File: config.mk
export PLATFORM = sky130hd
export DESIGN_NAME = sigmoid_backward
export DESIGN_NICKNAME = d
export VERILOG_FILES = /design/src/rtl/sigmoid_backward.sv
export SDC_FILE = /design/constraint.sdc
export NUM_CORES = 2
export LEC_CHECK = 0
export CELL_PAD_IN_SITES_DETAIL_PLACEMENT = 0
export CELL_PAD_IN_SITES_GLOBAL_PLACEMENT = 1
export CORE_ASPECT_RATIO = 2
export CORE_MARGIN = 5
export CORE_UTILIZATION = 55
export CTS_BUF_LIST = sky130_fd_sc_hd__clkbuf_8
export CTS_CLUSTER_DIAMETER = 80
export DETAILED_ROUTE_END_ITERATION = 7
export PLACE_DENSITY_LB_ADDON = 0.1
export SKIP_CTS_REPAIR_TIMING = 1
export SLEW_MARGIN = 20
export SYNTH_ARGS = -nofsm -noshare
export SYNTH_HDL_FRONTEND = slang
export SYNTH_SLANG_ARGS = --single-unit
File: constraint.sdc
create_clock -name clk -period 46.4 [get_ports clk]
set_input_delay 11.6 -clock clk [delete_from_list [all_inputs] [get_ports clk]]
set_output_delay 11.6 -clock clk [all_outputs]
set_load 0.05 [all_outputs]
File: src/rtl/sigmoid_backward.sv
// ============================================================================
//  Module   : sigmoid_backward (with float32 cores add / mult)
//  Purpose  : delta = g * s * (1 - s) on one shared adder and one shared
//             multiplier. Optional macro SIGMOID_BWD_FTZ_EN flushes subnormal
//             results to signed zero at the output register.
//  Revision : 1.0
// ============================================================================
`default_nettype none

package sigmoid_bwd_pkg;
  localparam logic [31:0] c_QNAN = 32'h7FC0_0000;

  // man holds the exact magnitude; an MSB at bit 49 means biased exponent expIn.
  function automatic logic [31:0] roundPack(input logic sign,
                                            input logic signed [11:0] expIn,
                                            input logic [49:0] manIn);
    logic [49:0]        man;
    logic signed [11:0] expV;
    logic [5:0]         lz;
    logic [11:0]        sh;
    logic [24:0]        rnd;
    logic               guardBit;
    logic               stickyBit;
    lz = '0;
    for (int i = 0; i < 50; i++)
      if (manIn[i]) lz = 6'(49 - i);
    man  = manIn << lz;
    expV = expIn - $signed({6'd0, lz});
    if (expV < 12'sd1) begin
      sh = 12'(12'sd1 - expV);
      if (sh > 12'd49) man = {49'd0, |man};
      else             man = (man >> sh) | {49'd0, |(man & ~({50{1'b1}} << sh))};
      expV = 12'sd1;
    end
    guardBit  = man[25];
    stickyBit = |man[24:0];
    rnd = {1'b0, man[49:26]} + {24'd0, guardBit & (stickyBit | man[26])};
    if (rnd[24]) begin
      rnd  = rnd >> 1;
      expV = expV + 12'sd1;
    end
    if (expV >= 12'sd255) roundPack = {sign, 8'hFF, 23'd0};
    else                  roundPack = {sign, rnd[23] ? expV[7:0] : 8'h00, rnd[22:0]};
  endfunction

  function automatic logic [31:0] fAdd(input logic [31:0] a, input logic [31:0] b);
    logic [31:0] hi;
    logic [31:0] lo;
    logic [7:0]  eHi;
    logic [7:0]  eLo;
    logic [7:0]  d;
    logic [49:0] mHi;
    logic [49:0] mLo;
    logic [49:0] mSum;
    logic        aNan, bNan, aInf, bInf;
    aNan = (&a[30:23]) && (|a[22:0]);
    bNan = (&b[30:23]) && (|b[22:0]);
    aInf = (&a[30:23]) && !(|a[22:0]);
    bInf = (&b[30:23]) && !(|b[22:0]);
    if (aNan || bNan)      fAdd = c_QNAN;
    else if (aInf && bInf) fAdd = (a[31] == b[31]) ? a : c_QNAN;
    else if (aInf)         fAdd = a;
    else if (bInf)         fAdd = b;
    else begin
      if (a[30:0] >= b[30:0]) begin hi = a; lo = b; end
      else                    begin hi = b; lo = a; end
      eHi = (hi[30:23] == 8'd0) ? 8'd1 : hi[30:23];
      eLo = (lo[30:23] == 8'd0) ? 8'd1 : lo[30:23];
      d   = eHi - eLo;
      mHi = {1'b0, |hi[30:23], hi[22:0], 25'd0};
      mLo = {1'b0, |lo[30:23], lo[22:0], 25'd0};
      if (d > 8'd49) mLo = {49'd0, |mLo};
      else           mLo = (mLo >> d) | {49'd0, |(mLo & ~({50{1'b1}} << d))};
      mSum = (hi[31] == lo[31]) ? mHi + mLo : mHi - mLo;
      if (mSum == 50'd0) fAdd = {hi[31] & lo[31], 31'd0};
      else               fAdd = roundPack(hi[31], $signed({4'd0, eHi}) + 12'sd1, mSum);
    end
  endfunction

  function automatic logic [31:0] fMul(input logic [31:0] a, input logic [31:0] b);
    logic        sgn;
    logic        aNan, bNan, aInf, bInf, aZero, bZero;
    logic [7:0]  ea;
    logic [7:0]  eb;
    logic [47:0] prod;
    sgn   = a[31] ^ b[31];
    aNan  = (&a[30:23]) && (|a[22:0]);
    bNan  = (&b[30:23]) && (|b[22:0]);
    aInf  = (&a[30:23]) && !(|a[22:0]);
    bInf  = (&b[30:23]) && !(|b[22:0]);
    aZero = (a[30:0] == 31'd0);
    bZero = (b[30:0] == 31'd0);
    if (aNan || bNan)                           fMul = c_QNAN;
    else if ((aInf && bZero) || (bInf && aZero)) fMul = c_QNAN;
    else if (aInf || bInf)                      fMul = {sgn, 8'hFF, 23'd0};
    else if (aZero || bZero)                    fMul = {sgn, 31'd0};
    else begin
      ea   = (a[30:23] == 8'd0) ? 8'd1 : a[30:23];
      eb   = (b[30:23] == 8'd0) ? 8'd1 : b[30:23];
      prod = 48'({|a[30:23], a[22:0]}) * 48'({|b[30:23], b[22:0]});
      fMul = roundPack(sgn, $signed({4'd0, ea}) + $signed({4'd0, eb}) - 12'sd126,
                       {prod, 2'b00});
    end
  endfunction
endpackage

// Float32 adder: result appears LAT clock edges after the operands are sampled.
module add #(
  parameter int LAT = 7
) (
  input  logic        clk,
  input  logic        rst,
  input  logic [31:0] a,
  input  logic [31:0] b,
  output logic [31:0] y
);
  import sigmoid_bwd_pkg::*;
  logic [LAT-1:0][31:0] r_pipe;

  always_ff @(posedge clk or posedge rst) begin
    if (rst) r_pipe <= '0;
    else begin
      r_pipe[0] <= fAdd(a, b);
      for (int i = 1; i < LAT; i++) r_pipe[i] <= r_pipe[i-1];
    end
  end

  assign y = r_pipe[LAT-1];
endmodule

// Float32 multiplier: result appears LAT clock edges after the operands are sampled.
module mult #(
  parameter int LAT = 5
) (
  input  logic        clk,
  input  logic        rst,
  input  logic [31:0] a,
  input  logic [31:0] b,
  output logic [31:0] y
);
  import sigmoid_bwd_pkg::*;
  logic [LAT-1:0][31:0] r_pipe;

  always_ff @(posedge clk or posedge rst) begin
    if (rst) r_pipe <= '0;
    else begin
      r_pipe[0] <= fMul(a, b);
      for (int i = 1; i < LAT; i++) r_pipe[i] <= r_pipe[i-1];
    end
  end

  assign y = r_pipe[LAT-1];
endmodule

module sigmoid_backward #(
  parameter int ADD_LAT = 7,
  parameter int MUL_LAT = 5
) (
  input  logic        clk,
  input  logic        rst,
  input  logic        in_valid,
  output logic        in_ready,
  input  logic [31:0] s_in,
  input  logic [31:0] g_in,
  output logic        out_valid,
  input  logic        out_ready,
  output logic [31:0] out_data
);
  localparam int c_MAX_LAT = (ADD_LAT > MUL_LAT) ? ADD_LAT : MUL_LAT;
  localparam int c_CNT_W   = $clog2(c_MAX_LAT) + 1;
  localparam logic [31:0]        c_ONE      = 32'h3F80_0000;
  localparam logic [c_CNT_W-1:0] c_SUB_LOAD = c_CNT_W'(ADD_LAT - 1);
  localparam logic [c_CNT_W-1:0] c_MUL_LOAD = c_CNT_W'(MUL_LAT);

  typedef enum logic [2:0] {IDLE, SUB, MUL1, MUL2, DONE} stateT;

  stateT               r_state;
  logic [c_CNT_W-1:0]  r_cnt;
  logic [31:0]         r_s, r_g, r_oms, r_p;
  logic [31:0]         w_addB, w_addY, w_mulA, w_mulB, w_mulY, w_result;

  // The adder samples the flipped operand on the accept edge itself, so the
  // subtraction wait is one cycle shorter than the multiply waits.
  assign w_addB = (r_state == IDLE) ? {~s_in[31], s_in[30:0]} : {~r_s[31], r_s[30:0]};
  assign w_mulA = (r_state == MUL1) ? r_s   : r_p;
  assign w_mulB = (r_state == MUL1) ? r_oms : r_g;

  add #(.LAT(ADD_LAT)) u_add (
    .clk(clk), .rst(rst), .a(c_ONE), .b(w_addB), .y(w_addY)
  );

  mult #(.LAT(MUL_LAT)) u_mult (
    .clk(clk), .rst(rst), .a(w_mulA), .b(w_mulB), .y(w_mulY)
  );

`ifdef SIGMOID_BWD_FTZ_EN
  assign w_result = ((w_mulY[30:23] == 8'd0) && (|w_mulY[22:0])) ? {w_mulY[31], 31'd0} : w_mulY;
`else
  assign w_result = w_mulY;
`endif

  always_ff @(posedge clk or posedge rst) begin
    if (rst) begin
      r_state   <= IDLE;
      r_cnt     <= '0;
      r_s       <= '0;
      r_g       <= '0;
      r_oms     <= '0;
      r_p       <= '0;
      in_ready  <= 1'b0;
      out_valid <= 1'b0;
      out_data  <= '0;
    end else begin
      case (r_state)
        IDLE: begin
          in_ready <= 1'b1;
          if (in_valid && in_ready) begin
            r_s      <= s_in;
            r_g      <= g_in;
            r_cnt    <= c_SUB_LOAD;
            in_ready <= 1'b0;
            r_state  <= SUB;
          end
        end
        SUB: begin
          if (r_cnt == '0) begin
            r_oms   <= w_addY;
            r_cnt   <= c_MUL_LOAD;
            r_state <= MUL1;
          end else r_cnt <= r_cnt - 1'b1;
        end
        MUL1: begin
          if (r_cnt == '0) begin
            r_p     <= w_mulY;
            r_cnt   <= c_MUL_LOAD;
            r_state <= MUL2;
          end else r_cnt <= r_cnt - 1'b1;
        end
        MUL2: begin
          if (r_cnt == '0) begin
            out_data  <= w_result;
            out_valid <= 1'b1;
            r_state   <= DONE;
          end else r_cnt <= r_cnt - 1'b1;
        end
        DONE: begin
          if (out_ready) begin
            out_valid <= 1'b0;
            in_ready  <= 1'b1;
            r_state   <= IDLE;
          end
        end
        default: r_state <= IDLE;
      endcase
    end
  end
endmodule

`default_nettype wire

==> impl_metrics.toml, run 1 <==
[synth]
synth_cells = 7466
yosysTopAreaCell = "dfrtp_1"
synth_top_area_share_pct = 21.76
netlist_area_sq_um = 63590
syn_area_per_cell_sq_um = 8.518
synthArstFlopShare_pct = 100.0
synth.distinct_cells = 134
ys.warnings.count = 0
synthFlopType = "dfrtp_1"
yosysSeqAreaShare_pct = 21.76
synthTopCellsByArea = "dfrtp_1 22%, fa_1 15%, nor2_1 6.1%, ha_1 5.2%, inv_1 4.1%"
synth_enable_flop_cells = 0
synth_seq_cells = 553

[global_route]
grt_max_degree = 171
grt_pass1_wl_mm = 472.5
grt_usage_pct = 51.84
grt.overflow.total = 50
grt_pass1_vias = 70710

[cts]
cts.sinks = 553
cts_buffers = 75
cts-htree-levels = 3
root_buffer = "clkbuf_8"
cts_buffer_depth = 3

[placed_design]
dp_hpwl_mm = 235.3
placedCellCount = 8861
postPlaceCellArea_sq_um = 66780
port_buffers = 101
gp_congestion = 1.247

[floorplan]
die_y_um = 490.9
initial_core_util_pct = 55.32
num_rows = 176
die-width_um = 250.4
io_pins = 102

[status]
stop_stage = "global routing (5_1_grt)"
firstError = "[ERROR GRT-0116] Global routing finished with congestion. Check the congestion regions in the DRC Viewer."
outcome = "aborted with a tool error"
[metrics by stage]
stage / util [%] / setup WS [ns]
after floorplan: - / 19.34
after global placement: 58.08 / 18.07
after detailed placement: 58.09 / 18.11
after CTS: 59.57 / 18.82
[per-layer routing]
metal  GRT overflow  track usage (%)
met1              1            46.00
met2             28            81.99
met3              1            21.67
met4             20            58.89
met5              0            1.548
[Yosys cell counts (all sizes together) (34+ instances only)]
cell     count
nor2      1039
a221oi      35
a31oi       75
a211oi     177
a211o       42
mux4        38
a21o        95
nor3       202
nand2      488
o31ai       50
o22ai       74
clkbuf     272
a22oi       49
a21oi      384
or3         49
o21a        47
xor2        72
nor4        80
nand3      202
a2111oi     44
o21ai      292
dfrtp      553
inv        702
and3        66
ha         265
nand2b      34
mux2i      233
fa         487
mux2       205
nand4       80
o2111ai     38
xnor2      108
and2        54
buf        157
o211ai     111
[kinds of logic after synthesis]
kind of cell	Yosys count	share of synthesized area (%)
xor gates and xnor gates	180	2.479
and+or+nand+nor	2461	18.03
AOI/OAI and AO/OA	1907	21.35
muxes	476	8.649
adders and majority gates	753	20.56
DFF	553	21.76
other	1	0.005897
buffers and inverters	1135	7.166
==> run 2: changes to the inputs <==
- CELL_PAD_IN_SITES_DETAIL_PLACEMENT: 0 -> default
- CELL_PAD_IN_SITES_GLOBAL_PLACEMENT: 1 -> default
- CORE_ASPECT_RATIO: 2 -> default
- CORE_UTILIZATION: 55 -> 40
- CTS_BUF_LIST: sky130_fd_sc_hd__clkbuf_8 -> default
- CTS_CLUSTER_DIAMETER: 80 -> default
- PLACE_DENSITY_LB_ADDON: 0.1 -> 0.15
==> impl_metrics.toml, run 2 <==
[cells_and_area]
layout_commonest_cell = "nor2_1"
area_growth_pct = 8.995
largestRegisters = "u_add.r_pipe (192), u_mult.r_pipe (128)"
top_register = "u_add.r_pipe"
final_layout_size_suffix_gt1_share_pct = 10.11
finish.net_count = 8212
final_cell_mix = "1032 x nor2_1, 691 x inv_1, 553 x dfrtp_1"
largest_register_ffs = 192

[synth]
netlist_area_sq_um = 63590
synth_enable_flop_cells = 0
yosysTopAreaCell = "dfrtp_1"
synthFlopType = "dfrtp_1"
synth_cells = 7466
syn_area_per_cell_sq_um = 8.518
synth.distinct_cells = 134
synthArstFlopShare_pct = 100.0
synth_seq_cells = 553
synth_top_area_share_pct = 21.76
synthTopCellsByArea = "dfrtp_1 22%, fa_1 15%, nor2_1 6.1%, ha_1 5.2%, inv_1 4.1%"
yosysSeqAreaShare_pct = 21.76
yosysMostFrequentCell = "nor2_1"
synthTopCellsByCount = "1037 x nor2_1, 692 x inv_1, 553 x dfrtp_1"
ys.warnings.count = 0

[timing]
max_slew_margin_pct = 23.28
worst_pin_slew_ns = 1.150
timing.final.crit_period_ns = 27.43
setup_ws_ns = 18.97
tns_ns = 0
hold_viol = 0
max_freq_mhz = 36.45
rsz0062_at_grt = "false"
setup_viol = 0
finClkSkew_ns = 0.05929
timing.final.crit_share_pct = 59.12
drv_slew = 0

[worst_setup_path]
critical_path.top_delay_family = "compound AO/OA/AOI/OAI gates"
cp.arrival_ns = 27.89
startpoint_type = "input pin"
slowest_stage = "nor3b_2"
critPathRequiredTime_ns = 46.86
cp_slowest_stage_delay_ns = 0.81
end_kind = "flop"
crit_type = "input pin to flop"
cp_max_fo = 55
path_buf_inv = 8

[drt]
drt_pre_antenna_iters = 6
ant_nets = 0
routed_wl_mm = 272.5
vias_per_cell = 6.407
num_vias = 60940
drt-initial-drc-count = 7003
wl_per_cell_um = 28.65
drcViolationCount = 0

[floorplan]
num_rows = 146
coreArea_sq_um = 158200
initial_core_util_pct = 40.20
io_pins = 102
die-width_um = 408.7
die_y_um = 408.7
die_area_sq_um = 167100

[placed_design]
pre_cts_ws_ns = 18.77
dp_hpwl_mm = 212.7
port_buffers = 101
gp_congestion = 1.030

[run]
drv_cap = 0

[cts]
path_clk_slew_ns = 0.06
root_buffer = "clkbuf_16"
cts_buffer_depth = 3
cts.sinks = 553
cts_buffers = 57
insertion_delay_ns = 0.68
cts-htree-levels = 2
cts_tree = "built"

[min_path]
hold_path.class = "flop to flop"

[global_route]
grt.overflow.total = 0
grt_max_degree = 122
grt_usage_pct = 31.67
grt_antenna_before_repair = 6
grt_pass1_vias = 59560
grt_pass1_wl_mm = 405.2

[status]
outcome = "finished, final reports clean"
==> run 2: cell counts after synthesis <==
No cell type changed its count.
==> run 2: cell type report <==
class,count,area [sq um]
timing repair buffer,295,2471
tap,2072,2592
clock inverter,24,351.6
fill,15870,88880
multi-input combinational,5779,45760
sequential,553,13840
inverter,706,2658
antenna,3,7.507
clock buffer,79,1640
==> run 2: path summary, 6_finish.rpt <==
check	start	endpoint	slack, ns	cells past startpoint
worst min-delay path	u_add.r_pipe[190]	u_add.y[30]	0.30	0
worst max-delay path	s_in[10]	u_add.r_pipe[3]	18.97	52
min in group asynchronous	rst	r_g[10]	11.51	2
worst max register to register	r_state[1]	u_mult.r_pipe[7]	24.09	59
worst min register to register	u_add.r_pipe[190]	u_add.y[30]	0.30	0
max in group asynchronous	rst	u_mult.r_pipe[47]	30.86	6
==> run 2: cell families after synthesis <==
| group | count (synthesis) | share of synthesized area, % |
|---|---|---|
| xor gates and xnor gates | 180 | 2.479 |
| AOI/OAI and AO/OA | 1907 | 21.35 |
| and+or+nand+nor | 2461 | 18.03 |
| buffers and inverters | 1135 | 7.166 |
| adders and majority gates | 753 | 20.56 |
| other | 1 | 0.005897 |
| muxes | 476 | 8.649 |
| DFF | 553 | 21.76 |
==> run 2: metal layers <==
| metal | vias up | GRT usage, % | part of all wire, % | routed length, um |
|---|---|---|---|---|
| met4 | 4 | 10.56 | 3.9 | 10730 |
| li1 | 26550 | - | - | - |
| met3 | 577 | 5.367 | 8.2 | 22250 |
| met5 | - | 0 | 0.0077 | 21 |
| met2 | 2894 | 48.70 | 44 | 120000 |
| met1 | 30910 | 45.34 | 44 | 119400 |
==> run 2: stage by stage <==
stage / util, % / instances / hold WS [ns] / cell area, sq um
CTS: 43.79 / 9507 / 0.2919 / 69280
global placement: 42.53 / 9404 / 0.3312 / 67280
finish: 43.82 / 9511 / 0.3013 / 69310
floorplan: - / 7467 / 0.3312 / 63600
detailed placement: 42.53 / 9404 / 0.3347 / 67290
global route: 43.81 / 9508 / 0.3047 / 69310
Power of run 2 is not shown: default switching activity piles up to over one toggle a cycle in this logic, so the estimate is an artifact.
